### src/rtl/uart_msg_arbiter.sv
// uart_msg_arbiter: shares the UART TX message FIFO between message sources.
// Round-robin grant with optional fixed priority for requester 0.
module uart_msg_arbiter #(
    parameter int NUM_REQ   = 3,
    parameter int MSG_WIDTH = 32,
    parameter int PRIO0     = 0,
    localparam int LG_W     = (NUM_REQ > 1) ? $clog2(NUM_REQ) : 1
) (
    input  logic                         clk,
    input  logic                         reset,
    input  logic [NUM_REQ-1:0]           req_valid,
    input  logic [NUM_REQ*MSG_WIDTH-1:0] req_msg,
    output logic [NUM_REQ-1:0]           req_ack,
    input  logic                         fifo_full,
    output logic                         fifo_wr_en,
    output logic [MSG_WIDTH-1:0]         fifo_data,
    output logic                         busy,
    output logic [LG_W-1:0]              last_grant
);

    typedef enum logic {
        IDLE  = 1'b0,
        WRITE = 1'b1
    } state_t;

    state_t               state_q, state_d;
    logic [MSG_WIDTH-1:0] data_q, data_d;
    logic [LG_W-1:0]      last_q, last_d;
    logic                 wr_q, wr_d;
    logic [NUM_REQ-1:0]   ack_q, ack_d;

    logic                 found;
    logic [LG_W-1:0]      win;

    // Winner search: requester 0 first in priority mode, else rotate from last grant.
    always_comb begin
        found = 1'b0;
        win   = '0;
        if (PRIO0 == 1 && req_valid[0]) begin
            found = 1'b1;
            win   = '0;
        end else begin
            for (int k = 1; k <= NUM_REQ; k++) begin
                int idx;
                idx = (int'(last_q) + k) % NUM_REQ;
                if (!found && req_valid[idx]) begin
                    found = 1'b1;
                    win   = LG_W'(idx);
                end
            end
        end
    end

    // Next-state and next-output values; WRITE always lasts exactly one cycle.
    always_comb begin
        state_d = state_q;
        data_d  = data_q;
        last_d  = last_q;
        wr_d    = 1'b0;
        ack_d   = '0;
        unique case (state_q)
            IDLE: begin
                if (!fifo_full && found) begin
                    state_d    = WRITE;
                    data_d     = req_msg[int'(win)*MSG_WIDTH +: MSG_WIDTH];
                    last_d     = win;
                    wr_d       = 1'b1;
                    ack_d[win] = 1'b1;
                end
            end
            WRITE: begin
                state_d = IDLE;
            end
            default: begin
                state_d = IDLE;
            end
        endcase
    end

    // State and registered outputs; last grant resets to NUM_REQ-1 so search starts at 0.
    always_ff @(posedge clk) begin
        if (reset) begin
            state_q <= IDLE;
            data_q  <= '0;
            last_q  <= LG_W'(NUM_REQ - 1);
            wr_q    <= 1'b0;
            ack_q   <= '0;
        end else begin
            state_q <= state_d;
            data_q  <= data_d;
            last_q  <= last_d;
            wr_q    <= wr_d;
            ack_q   <= ack_d;
        end
    end

    // A reset arriving during WRITE must kill that cycle's strobe and ack.
    assign fifo_wr_en = wr_q & ~reset;
    assign req_ack    = ack_q & {NUM_REQ{~reset}};
    assign fifo_data  = data_q;
    assign last_grant = last_q;
    assign busy       = (state_q == WRITE);

endmodule
### config.mk
export PLATFORM = sky130hd
export DESIGN_NAME = uart_msg_arbiter
export DESIGN_NICKNAME = d
export VERILOG_FILES = /design/src/rtl/uart_msg_arbiter.sv
export SDC_FILE = /design/constraint.sdc
export NUM_CORES = 1
export LEC_CHECK = 0
export BUFFER_PORTS_ARGS = -buffer_cell sky130_fd_sc_hd__buf_2
export CORE_MARGIN = 5
export CORE_UTILIZATION = 45
export CTS_BUF_LIST = sky130_fd_sc_hd__clkbuf_2
export DETAILED_ROUTE_END_ITERATION = 8
export HOLD_SLACK_MARGIN = 0.06
export PLACE_DENSITY = 0.82
export SYNTH_ARGS = -nofsm -noshare
export SYNTH_HDL_FRONTEND = slang
export SYNTH_SLANG_ARGS = --single-unit
### constraint.sdc
create_clock -name clk -period 3.6 [get_ports clk]
set_input_delay 0.72 -clock clk [delete_from_list [all_inputs] [get_ports clk]]
set_output_delay 0.72 -clock clk [all_outputs]
set_load 0.02 [all_outputs]
==> metrics.txt <==
first-pass GRT wire length=12.4 mm; CP startpoint kind=flip-flop; Setup violations, final=0; Flop pwr share=35.3%; Die Ht=84.4 um; Yosys cell types=39; initial core utilization=45.8%; Die ar.=0.00713 mm^2; CP Capture Type=flip-flop; Hold Slack=471 ps; DR DRC count=0; DRT antenna net count=0; vias in the first global route=2,679; share of cells above drive strength 1=46.0%; commonest non-fill, non-tap cell in the layout=buf_2; DIE WIDTH=84.4 um; Clk pwr share=12.2%; Final min period=3050 ps; clk root buf=clkbuf_2; Most used DFF post-synth=dfxtp_1; Rows=27; WL/cell=15.7 um; CP Max Fanout=35; RSZ-0062 raised after global routing=false; Mapped Avg Cell Area=8.87 um^2; core area=0.00544 mm^2; combinational power share=52.5%; slew margin rel.=32.8%; Layout area overhead=30.3%; CP Data Required Time=3860 ps; sequential-to-total area share from yosys stat=30.5%; CTS sink cnt=38; PostCTS Resize Cnt=0; P_leak=1.50 nW; crit share post-route=84.6%; via count=2,618; fraction of registers with async set/reset=0%; largest net degree at the start of global routing=36; Setup Buffers After CTS=0; maximum ir drop on the vdd rail=0.201 mV; Max-Cap Viols=0; Synth Cell Area=0.00249 mm^2; fin util=59.7%; Synth Warn #=0; crit path DAT=3310 ps; setup_tns=0 ps; critical path type=reg2reg; Via density=5.44; CTS H-Tree Depth=2; most frequent cells in the layout=buf_2 (140), dfxtp_1 (38), inv_1 (37); number of enable flip-flop cells after synthesis=0; Fmax achieved=328 MHz; power consumption=0.00151 W; Net count, final=514; GRT Total Usage=20.8%; buffers added on ports=140; clk_lat worst skew=360 ps; Slew Limit Fails=0; cts hold-fix bufs=0; Final Hold Fails=0; Worst Hold Class=reg2reg; I/O pin count=141; Final Wtd Congestion=0.864; clock skew after layout=20.4 ps; status=finished, final reports clean; Synth Register Bits=38; Synth Net Count=387; Tightest Pin Transition=1010 ps; P_sw=0.000656 W; drt total wl=7.54 mm; antenna violations before repair=0; drt pass-1 iters=4; cells after synthesis=281; ant diodes=0; post-DP HPWL=5.55 mm; Num CTS Buffers=5; DRT iter0 DRCs=63; CTS max path bufs=2; GRT overflow=0; P_int=0.000850 W; CTS tree=yes; Power Density=464 mW/mm^2; switching share of total power=43.5%; clk slew on worst S/H paths=190 ps
-- Yosys cell counts, drive strengths merged (4+ instances only) --
library cell  count  area, um^2
a21boi           33         248
nor2             35         131
a211oi           32         240
inv              38         143
nand2             5        18.8
buf              10        75.1
o32ai            32         490
dfxtp            38         761
clkbuf           16        60.1
nor2b             6        37.5
ha                4        50.1
nand2b            5        31.3
-- per-layer routing --
layer	routed length [um]	vias up	GRT usage, %	part of all wire [%]
met4	121	0	6.47	1.6
met5	0	-	0	0
met2	3750	108	36.5	50
li1	-	1274	-	-
met1	3080	1226	24.4	41
met3	590	10	6.08	7.8
-- final timing paths --
path                            slack, ps          start  cells past startpoint       endpoint
worst max-delay path                  550  last_grant[1]                      8   fifo_data[9]
worst max register to register        550  last_grant[1]                      8   fifo_data[9]
worst min-delay path                  470  fifo_data[11]                      2  fifo_data[11]
worst min register to register        470  fifo_data[11]                      2  fifo_data[11]
-- cell families (layout without fill, tap and decap cells) --
family	count (synthesis)	in the layout	share of synthesized area [%]
flip-flops	38	38	30.5
buffers and inverters	64	192	11.1
AND/OR/NAND/NOR	59	59	11.0
multiplexers	3	3	1.25
AO/OA/AOI/OAI	113	113	44.1
adder cells (fa/ha/maj)	4	4	2.01
-- power by group through the flow --
stage	Combinational [W]	Sequential (W)	Clock [W]
after global placement	0.000777	0.000538	0
after detailed placement	0.000796	0.000538	0
after CTS	0.000798	0.000532	0.000190
after global routing	0.000863	0.000541	0.000205
after floorplan	0.000477	0.000617	0
final	0.000790	0.000531	0.000184
-- critical path, cell delays in order, from the launching register on --
cell and delay [ps]:
dfxtp_1 440, inv_1 80, ha_1 300, nand2b_1 210, a21boi_1 150, mux2_2 280
a311o_1 390, or2_2 680, o32ai_1 410
-- final cells by class --
cell class                 instances  area (um^2)
sequential                        38          761
fill                             499         2190
clock inverter                     2         8.76
timing repair buffer             146          746
tap                               72         90.1
inverter                          38          143
multi-input combinational        179         1470
clock buffer                       6         30.0
-- stage by stage --
stage | std cells | cell area, um^2 | setup WS [ps]
after floorplan | 281 | 2490 | 937
after global placement | 473 | 3210 | 791
after detailed placement | 473 | 3210 | 600
after CTS | 481 | 3250 | 530
after global routing | 481 | 3250 | 333
final | 481 | 3250 | 553
-- state kept, by name, indices dropped and copies added, names as in the netlist --
| register | cells |
|---|---|
| busy | 1 |
| ack_q | 3 |
| fifo_data | 32 |
| last_grant | 2 |
Power figures use the tool's default switching activity.
